[config.mk]
export PLATFORM = sky130hd
export DESIGN_NAME = mem_rd_rsp
export DESIGN_NICKNAME = d
export VERILOG_FILES = /design/src/rtl/mem_rd_rsp_pkg.sv /design/src/rtl/mem_rd_rsp_cnt.sv /design/src/rtl/mem_rd_rsp.sv
export SDC_FILE = /design/constraint.sdc
export NUM_CORES = 1
export LEC_CHECK = 0
export CAP_MARGIN = 30
export CORE_AREA = 2 2 221 223
export DETAILED_ROUTE_END_ITERATION = 12
export DIE_AREA = 0 0 223 225
export DONT_BUFFER_PORTS = 1
export PLACE_DENSITY_LB_ADDON = 0.12
export RECOVER_POWER = 25
export SETUP_SLACK_MARGIN = 0.15
export SYNTH_ARGS = -nofsm -noshare
export SYNTH_HDL_FRONTEND = slang
export SYNTH_SLANG_ARGS = --single-unit
[constraint.sdc]
create_clock -name clk -period 5.2 [get_ports clk]
set_input_delay 0.78 -clock clk [delete_from_list [all_inputs] [get_ports clk]]
set_output_delay 0.78 -clock clk [all_outputs]
set_load 0.03 [all_outputs]
[src/rtl/mem_rd_rsp_pkg.sv]
// Shared constants, FSM encodings and size helpers for the mem_intf_read responder.
package mem_rd_rsp_pkg;

  localparam int unsigned LINE_BYTES   = 32;
  localparam int unsigned LINE_W       = LINE_BYTES * 8;
  localparam int unsigned MAX_RD_BYTES = 512;
  localparam int unsigned RD_SIZE_W    = $clog2(MAX_RD_BYTES) + 1;
  localparam int unsigned BEATS_W      = $clog2(MAX_RD_BYTES / LINE_BYTES) + 1;
  localparam int unsigned IDX_W        = $clog2(LINE_BYTES);

  typedef logic [1:0] state_t;

  localparam state_t ST_IDLE  = 2'd0;
  localparam state_t ST_ISSUE = 2'd1;
  localparam state_t ST_DRAIN = 2'd2;
  localparam state_t ST_HOLD  = 2'd3;

  // Zero-byte requests read one byte; oversize requests are clamped.
  function automatic logic [RD_SIZE_W-1:0] eff_size(input logic [RD_SIZE_W-1:0] size);
    logic [RD_SIZE_W-1:0] s;
    s = size;
    if (s == '0) s = RD_SIZE_W'(1);
    if (s > RD_SIZE_W'(MAX_RD_BYTES)) s = RD_SIZE_W'(MAX_RD_BYTES);
    return s;
  endfunction

  function automatic logic [BEATS_W-1:0] beats_from_size(input logic [RD_SIZE_W-1:0] size);
    logic [RD_SIZE_W:0] s;
    s = {1'b0, eff_size(size)} + (RD_SIZE_W + 1)'(LINE_BYTES - 1);
    return BEATS_W'(s >> IDX_W);
  endfunction

  function automatic logic [IDX_W-1:0] last_idx_from_size(input logic [RD_SIZE_W-1:0] size);
    logic [RD_SIZE_W-1:0] s;
    s = eff_size(size) - RD_SIZE_W'(1);
    return IDX_W'(s);
  endfunction

endpackage

[src/rtl/mem_rd_rsp_cnt.sv]
// Loadable down-counter with a zero flag; load has priority over decrement.
module mem_rd_rsp_cnt #(
  parameter int unsigned W = 5
) (
  input  logic         clk,
  input  logic         rst_n,
  input  logic         load,
  input  logic [W-1:0] load_val,
  input  logic         dec,
  output logic [W-1:0] count,
  output logic         zero_c
);

  always_ff @(posedge clk) begin
    if (!rst_n) begin
      count <= '0;
    end else if (load) begin
      count <= load_val;
    end else if (dec && (count != '0)) begin
      count <= count - W'(1);
    end
  end

  assign zero_c = (count == '0);

endmodule

[src/rtl/mem_rd_rsp.sv]
// mem_intf_read responder: streams line-wide SRAM beats for one read request.
// Optional macro MEM_RD_RSP_STALL_EN adds mem_stall to pause SRAM issue.
module mem_rd_rsp
  import mem_rd_rsp_pkg::*;
#(
  parameter int unsigned ADDR_WIDTH        = 19,
  parameter int unsigned WORD_WIDTH        = 8,
  parameter int unsigned NUM_WORDS_IN_LINE = 32,
  parameter int unsigned MAX_BYTES_TO_RD   = 512,
  parameter int unsigned SIZE_W            = $clog2(MAX_BYTES_TO_RD) + 1,
  parameter int unsigned LINE_ADDR_W       = ADDR_WIDTH - $clog2(NUM_WORDS_IN_LINE)
) (
  input  logic                                          clk,
  input  logic                                          rst_n,
  input  logic                                          mem_req,
  input  logic [ADDR_WIDTH-1:0]                         mem_start_addr,
  input  logic [SIZE_W-1:0]                             mem_size_bytes,
`ifdef MEM_RD_RSP_STALL_EN
  input  logic                                          mem_stall,
`endif
  output logic                                          mem_valid,
  output logic                                          last,
  output logic [NUM_WORDS_IN_LINE-1:0][WORD_WIDTH-1:0]  mem_data,
  output logic [$clog2(NUM_WORDS_IN_LINE)-1:0]          mem_last_valid,
  output logic                                          sram_rd_en,
  output logic [LINE_ADDR_W-1:0]                        sram_addr,
  input  logic [NUM_WORDS_IN_LINE*WORD_WIDTH-1:0]       sram_rdata,
  output logic                                          busy
);

  localparam int unsigned WORD_IDX_W = $clog2(NUM_WORDS_IN_LINE);

  state_t                  state;
  state_t                  state_next;
  logic                    accept_c;
  logic                    issue_go_c;
  logic                    stall_c;
  logic                    final_beat_c;
  logic                    rd_pend;
  logic [LINE_ADDR_W-1:0]  line_q;
  logic [WORD_IDX_W-1:0]   last_idx_q;
  logic [BEATS_W-1:0]      req_beats_c;
  logic [BEATS_W-1:0]      issue_cnt;
  logic [BEATS_W-1:0]      ret_cnt;
  logic                    issue_zero_c;
  logic                    ret_zero_c;
  logic                    unused_c;

`ifdef MEM_RD_RSP_STALL_EN
  assign stall_c = mem_stall;
`else
  assign stall_c = 1'b0;
`endif

  // Lines are aligned, so the byte offset within the line is dropped.
  assign unused_c     = ^mem_start_addr[WORD_IDX_W-1:0];
  assign req_beats_c  = beats_from_size(RD_SIZE_W'(mem_size_bytes));
  assign final_beat_c = rd_pend && (ret_cnt == BEATS_W'(1));

  mem_rd_rsp_cnt #(.W(BEATS_W)) u_issue_cnt (
    .clk      (clk),
    .rst_n    (rst_n),
    .load     (accept_c),
    .load_val (req_beats_c),
    .dec      (issue_go_c),
    .count    (issue_cnt),
    .zero_c   (issue_zero_c)
  );

  mem_rd_rsp_cnt #(.W(BEATS_W)) u_ret_cnt (
    .clk      (clk),
    .rst_n    (rst_n),
    .load     (accept_c),
    .load_val (req_beats_c),
    .dec      (rd_pend),
    .count    (ret_cnt),
    .zero_c   (ret_zero_c)
  );

  always_ff @(posedge clk) begin
    if (!rst_n) begin
      state <= ST_IDLE;
    end else begin
      state <= state_next;
    end
  end

  always_comb begin
    state_next = state;
    accept_c   = 1'b0;
    issue_go_c = 1'b0;
    case (state)
      ST_IDLE: begin
        if (mem_req) begin
          accept_c   = 1'b1;
          state_next = ST_ISSUE;
        end
      end
      ST_ISSUE: begin
        if (!stall_c && !issue_zero_c) begin
          issue_go_c = 1'b1;
          if (issue_cnt == BEATS_W'(1)) state_next = ST_DRAIN;
        end
      end
      ST_DRAIN: begin
        if (last && ret_zero_c) state_next = ST_HOLD;
      end
      ST_HOLD: begin
        // A still-held request must not be served a second time.
        if (!mem_req) state_next = ST_IDLE;
      end
      default: state_next = ST_IDLE;
    endcase
  end

  // Issue side, one-cycle SRAM latency tracker, and output beat register.
  always_ff @(posedge clk) begin
    if (!rst_n) begin
      busy           <= 1'b0;
      sram_rd_en     <= 1'b0;
      sram_addr      <= '0;
      line_q         <= '0;
      last_idx_q     <= '0;
      rd_pend        <= 1'b0;
      mem_valid      <= 1'b0;
      last           <= 1'b0;
      mem_data       <= '0;
      mem_last_valid <= '0;
    end else begin
      busy       <= (state_next != ST_IDLE);
      sram_rd_en <= issue_go_c;
      rd_pend    <= sram_rd_en;
      mem_valid  <= rd_pend;
      last       <= final_beat_c;
      if (accept_c) begin
        line_q     <= mem_start_addr[ADDR_WIDTH-1:WORD_IDX_W];
        last_idx_q <= WORD_IDX_W'(last_idx_from_size(RD_SIZE_W'(mem_size_bytes)));
      end
      if (issue_go_c) begin
        sram_addr <= line_q;
        line_q    <= line_q + LINE_ADDR_W'(1);
      end
      if (rd_pend) begin
        mem_data       <= sram_rdata;
        mem_last_valid <= final_beat_c ? last_idx_q : '1;
      end
    end
  end

endmodule

[Word level (Yosys, flattened, before mapping)]
Index checks and enable logic that the tools add are counted.
Widths: inputs -> output; s select.
Cells by class
  mux-type cells: 24
  order comparisons: 2
  $add $sub $neg: 5
  eq/ne operators: 5
  $mul: 0
  div/mod/pow operators: 0
  bitwise gates (word level): 0
  reductions and logical operators: 14
  shifts and indexed selects: 0
Operator list (count)
  $mux 10: 4
  $mux 5: 8
  $mux 14: 2
  $gt 10x10->1 const B: 2
  $sub 5x1->5 const B: 3
  $add 14x1->14 const B: 1
  $add 10x5->10 const B: 1
  $eq 5x1->1 const B: 2
  $logic_not 10->1: 1
  $logic_not 5->1: 2
  $mux 2: 5
  $reduce_bool 5->1: 2
  $pmux 2 s4: 1
  $reduce_bool 2->1: 4
  $eq 2x2->1 const B: 2
  $logic_and 1x1->1: 4
  $mux 1: 4
  $eq 2x1->1 const B: 1
  $logic_not 2->1: 1
Storage, ports and cells
  flip-flop bits (word level): 311
  RAM bits: 0
  bits in latches: 0
  ROM bits: 0
  memories: 0

[Longest topological paths before layout]
  depth after elaboration: 9
  mapped depth: 9
  gate-level depth less buffers: 8

[Modules after synthesis]
Synthesis repeated with hierarchy kept, for this count alone.
Second synthesis, totals
  cells, all modules: 1157
  area, all modules: 11547.3 um^2
Modules (own cells, without submodules)
  mem_rd_rsp: cells each 1083, area an instance 10949.3 um^2, times used 1
  mem_rd_rsp_cnt: cells each 37, area an instance 299.0 um^2, times used 2

[Least setup slack after synthesis]
OpenSTA, ideal clock, no wires.
  path kind: input to register
  start: input port mem_size_bytes[7]
  end: register u_issue_cnt.count[3]
  data arrival time: 2.589 ns
  cell stages on the path: 9
  data required time: 5.068 ns
  setup slack: 2.479 ns
  cell sequence: clkbuf_1 nor4_1 a31oi_1 or2_2 ha_1 or4b_1 and4_1 a311oi_1 a21oi_1
Between the ends
  word-level cells in the longest chain between the ends: 6
RTL lines
  start: declaration: RTL line mem_rd_rsp.sv:17  | input logic [SIZE_W-1:0] mem_size_bytes,
  $logic_not 10->1: RTL line mem_rd_rsp_pkg.sv:22  | if (s == '0) s = RD_SIZE_W'(1);
  $mux 10 (*): RTL line mem_rd_rsp_pkg.sv:22
  $gt 10x10->1: RTL line mem_rd_rsp_pkg.sv:23  | if (s > RD_SIZE_W'(MAX_RD_BYTES)) s = RD_SIZE_W'(MAX_RD_BYTES);
  $mux 10 (*): RTL line mem_rd_rsp_pkg.sv:23
  $add 10x5->10 (*): RTL line mem_rd_rsp_pkg.sv:29  | s = {1'b0, eff_size(size)} + (RD_SIZE_W + 1)'(LINE_BYTES - 1);
  $mux 5 (*): RTL line mem_rd_rsp_cnt.sv:17  | end else if (load) begin
  end signal: assignment: RTL line mem_rd_rsp_cnt.sv:18  | count <= load_val;
  end signal: assignment: RTL line mem_rd_rsp_cnt.sv:20  | count <= count - W'(1);
  end: declaration: RTL line mem_rd_rsp_cnt.sv:10  | output logic [W-1:0] count,
Mark *: on every way between the ends. The rest lies on a longest branch, timed or not.
A chain may end at the register's enable or synchronous reset.

[Worst setup path in the final report]
  start: input port rst_n
  end: register line_q[10]
RTL lines
  start: declaration: RTL line mem_rd_rsp.sv:14  | input logic rst_n,
  end signal: assignment: RTL line mem_rd_rsp.sv:136  | line_q <= mem_start_addr[ADDR_WIDTH-1:WORD_IDX_W];
  end signal: assignment: RTL line mem_rd_rsp.sv:141  | line_q <= line_q + LINE_ADDR_W'(1);
  end: declaration: RTL line mem_rd_rsp.sv:40  | logic [LINE_ADDR_W-1:0] line_q;
No word-level cell between the ends.

==> metrics.txt <==
# TYPE chip_impl_metric gauge
chip_impl_info{name="run_status",value="complete, but fails checks"} 1
chip_impl_info{name="failing_checks",value="capacitance limit, slew limit"} 1
chip_impl_metric{name="synth_compound_area_share",unit="%"} 5.928
chip_impl_metric{name="cts.htree.levels",unit=""} 2
chip_impl_metric{name="synth_fp_nets",unit=""} 1443
chip_impl_metric{name="gpl.final_weighted_congestion",unit=""} 0.7681
chip_impl_metric{name="synth_seq_cells",unit=""} 311
chip_impl_metric{name="global_route.usage.met2",unit="%"} 23.99
chip_impl_metric{name="max_slew.worst_pin.slew",unit="ps"} 2408
chip_impl_metric{name="initial_utilization",unit="%"} 24.51
chip_impl_metric{name="global_route.usage.met3",unit="%"} 5.489
chip_impl_metric{name="grt.met1_usage",unit="%"} 15.41
chip_impl_metric{name="die-area",unit="um2"} 50180
chip_impl_metric{name="grt.overflow.total",unit=""} 0
chip_impl_metric{name="post_synth_xor_area_fraction",unit="%"} 0.3759
chip_impl_metric{name="max-clock-path-buffers",unit=""} 3
chip_impl_metric{name="synth_adder_area_share",unit="%"} 0.6443
chip_impl_metric{name="setup-tns-final",unit="ps"} 0
chip_impl_metric{name="via_count",unit=""} 8033
chip_impl_metric{name="period_minus_ws_final",unit="ps"} 3552
chip_impl_info{name="final_cell_mix",value="dfxtp_1 (311), nor2_1 (268), mux2i_1 (256)"} 1
chip_impl_metric{name="pin_count_of_the_biggest_net_entering_global_routing",unit=""} 126
chip_impl_metric{name="postCtsSetupBuffers",unit=""} 0
chip_impl_metric{name="dp_hpwl",unit="um"} 26570
chip_impl_metric{name="cts_hold_buffers",unit=""} 0
chip_impl_metric{name="timing.clock.skew",unit="ps"} 10.11
chip_impl_metric{name="final.period_utilization",unit="%"} 68.31
chip_impl_metric{name="number_of_global_route_vias_before_repair",unit=""} 7976
chip_impl_metric{name="yosys.area_share.simple",unit="%"} 14.11
chip_impl_metric{name="initial_antenna_violation_count",unit=""} 0
chip_impl_metric{name="synth_area_per_cell",unit="um2"} 10.14
chip_impl_metric{name="preCtsSetupSlack",unit="ps"} 2067
chip_impl_metric{name="final-setup-viol-count",unit=""} 0
chip_impl_metric{name="yosys_warnings",unit=""} 0
chip_impl_metric{name="ys_async_sr_fraction",unit="%"} 0
chip_impl_info{name="worstSetupEndpointType",value="flip-flop"} 1
chip_impl_info{name="ff_to_ff_start",value="rd_pend"} 1
chip_impl_metric{name="seq_area_frac_synth",unit="%"} 53.44
chip_impl_metric{name="clkLatencyLatePin",unit="ps"} 530
chip_impl_info{name="timing.hold.worst.class",value="in2reg"} 1
chip_impl_metric{name="routed_vias_inst",unit=""} 4.567
chip_impl_metric{name="port-buffer-count",unit=""} 0
chip_impl_info{name="cts-root-buf",value="clkbuf_16"} 1
chip_impl_metric{name="post_route_cells_drive_above_1_share",unit="%"} 6.906
chip_impl_metric{name="crit_arrival",unit="ps"} 3990
chip_impl_metric{name="cts_made_buffers",unit=""} 37
chip_impl_metric{name="final_hold_viol_count",unit=""} 0
chip_impl_metric{name="worst_slack",unit="ps"} 1648
chip_impl_metric{name="finish.net_count",unit=""} 1413
chip_impl_metric{name="power_density",unit="nW/um2"} 424.1
chip_impl_info{name="grt.busiest_layer",value="met2"} 1
chip_impl_metric{name="ys_types",unit=""} 64
chip_impl_metric{name="die_h",unit="um"} 225
chip_impl_metric{name="relSlewSlack",unit="%"} -60.56
chip_impl_metric{name="clk_transition_reported_paths",unit="ps"} 60
chip_impl_metric{name="vdd_ir_drop_max",unit="mV"} 0.1966
chip_impl_metric{name="cap_viol_max_count",unit=""} 1
chip_impl_metric{name="count_of_pins_over_their_slew_limit",unit=""} 126
chip_impl_metric{name="routed_wire_length_per_instance",unit="um"} 20.88
chip_impl_info{name="hold_start",value="rst_n"} 1
chip_impl_metric{name="num_antenna_cells",unit=""} 0
chip_impl_info{name="layout.cells.most_common",value="dfxtp_1"} 1
chip_impl_metric{name="finalWirelength",unit="um"} 36730
chip_impl_metric{name="row_count",unit=""} 80
chip_impl_metric{name="grt.total_usage",unit="%"} 13.76
chip_impl_metric{name="crit_path_max_fanout",unit=""} 125
chip_impl_metric{name="yosys-mux-area-fraction",unit="%"} 22.09
chip_impl_metric{name="remaining_antenna_violation_count_after_routing",unit=""} 0
chip_impl_metric{name="drt_drc_violations_left",unit=""} 0
chip_impl_metric{name="worst-endpoint-required",unit="ps"} 5630
chip_impl_metric{name="clock_sink_count",unit=""} 311
chip_impl_info{name="main_combinational_cell_family_by_area_after_synthesis",value="multiplexers"} 1
chip_impl_metric{name="power.leakage",unit="nW"} 4.448
chip_impl_metric{name="core_region_area",unit="um2"} 47550
chip_impl_info{name="timing.setup.critical_path_class",value="in2reg"} 1
chip_impl_metric{name="die-width",unit="um"} 223
chip_impl_metric{name="grt_pass1_wl",unit="um"} 52730
chip_impl_info{name="crit_start",value="rst_n"} 1
chip_impl_metric{name="reg2reg_setup_slack",unit="ps"} 2750
chip_impl_metric{name="final_core_util",unit="%"} 28.06
chip_impl_metric{name="final_area",unit="um2"} 13340
chip_impl_metric{name="synth_edf_count",unit=""} 0
chip_impl_metric{name="ios",unit=""} 567
chip_impl_metric{name="placedInstanceArea",unit="um2"} 12170
chip_impl_metric{name="post_synthesis_to_final_layout_area_growth",unit="%"} 14.50
chip_impl_metric{name="area_of_the_mapped_netlist",unit="um2"} 11650
chip_impl_info{name="yosys_most_used_dff",value="dfxtp_1"} 1
chip_impl_metric{name="hold-worst-slack",unit="ps"} 374.0
chip_impl_metric{name="max_freq",unit="MHz"} 281.5
chip_impl_info{name="cts_tree",value="done"} 1
chip_impl_metric{name="cts_repair_resize_count",unit=""} 0
chip_impl_info{name="crit_path_start_kind",value="input port"} 1
chip_impl_info{name="rsz0062_at_grt",value="no"} 1
chip_impl_metric{name="post_synth_inst_count",unit=""} 1149
chip_impl_metric{name="drt_first_pass_iters",unit=""} 4
chip_impl_metric{name="first_iter_violations",unit=""} 358
## cells in the mapped netlist (all sizes together) (8+ instances only)
| library cell | number | share of area (%) |
|---|---|---|
| o21ai | 15 | 0.64 |
| buf | 36 | 1.7 |
| dfxtp | 311 | 53 |
| clkbuf | 41 | 1.3 |
| inv | 11 | 0.35 |
| mux2i | 256 | 22 |
| nor3 | 10 | 0.43 |
| nand2 | 54 | 1.9 |
| a21oi | 36 | 1.6 |
| a211oi | 8 | 0.52 |
| nor2 | 269 | 8.7 |
## critical path, cell delays in order
cell,delay (ps)
clkinvlp_4,1600
buf_4,1080
a311oi_1,310
## logic make-up after synthesis
| family | Yosys count |
|---|---|
| buf+inv | 88 |
| xor+xnor | 5 |
| flops | 311 |
| mux | 257 |
| compound gates | 100 |
| simple gates | 382 |
| fa+ha+maj | 6 |
## worst paths after layout
path,to,cells past startpoint
setup / recovery,line_q[10],3
hold reg to reg,last_idx_q[4],2
setup reg to reg,u_ret_cnt.count[1],4
hold / removal,mem_valid,1
## flip-flops by register name (all words and copies together) (netlist names)
signal             cells
last_idx_q             5
busy                   1
mem_valid              1
mem_data             256
u_issue_cnt.count      5
line_q                14
rd_pend                1
mem_last_valid         5
sram_rd_en             1
sram_addr             14
u_ret_cnt.count        5
last                   1
state                  2
## cell type report
type                    instances  area (um2)
fillers                      4996       34210
flip-flops and latches        311        6226
multi-input cells             750        5034
clock buffers                  56        1057
well taps                     615       769.5
clock inverters                 8       127.6
repair buffers                  8       81.33
inverters                      11       45.04
## power breakdown
part	leakage, nW	switching [mW]	internal, mW	total [mW]
registers	2.52	0.232	2.48	2.71
logic	1.36	0.230	0.162	0.392
clock network	0.570	1.00	1.55	2.55
total	4.45	1.46	4.19	5.66
## stage by stage
stage                     power (mW)  std cells
after floorplan                3.068       1149
after global placement         3.164       1695
after detailed placement       3.164       1695
after CTS                      5.767       1759
after global routing           5.910       1759
final                          5.658       1759
## per-layer routing
metal	vias to the layer above	part of all wire [%]	routed length (um)
met5	-	0	0
met4	0	2.0	731
met3	45	10	3668
met1	3740	39	14150
li1	3870	-	-
met2	378	50	18180
Power figures use the tool's default switching activity.
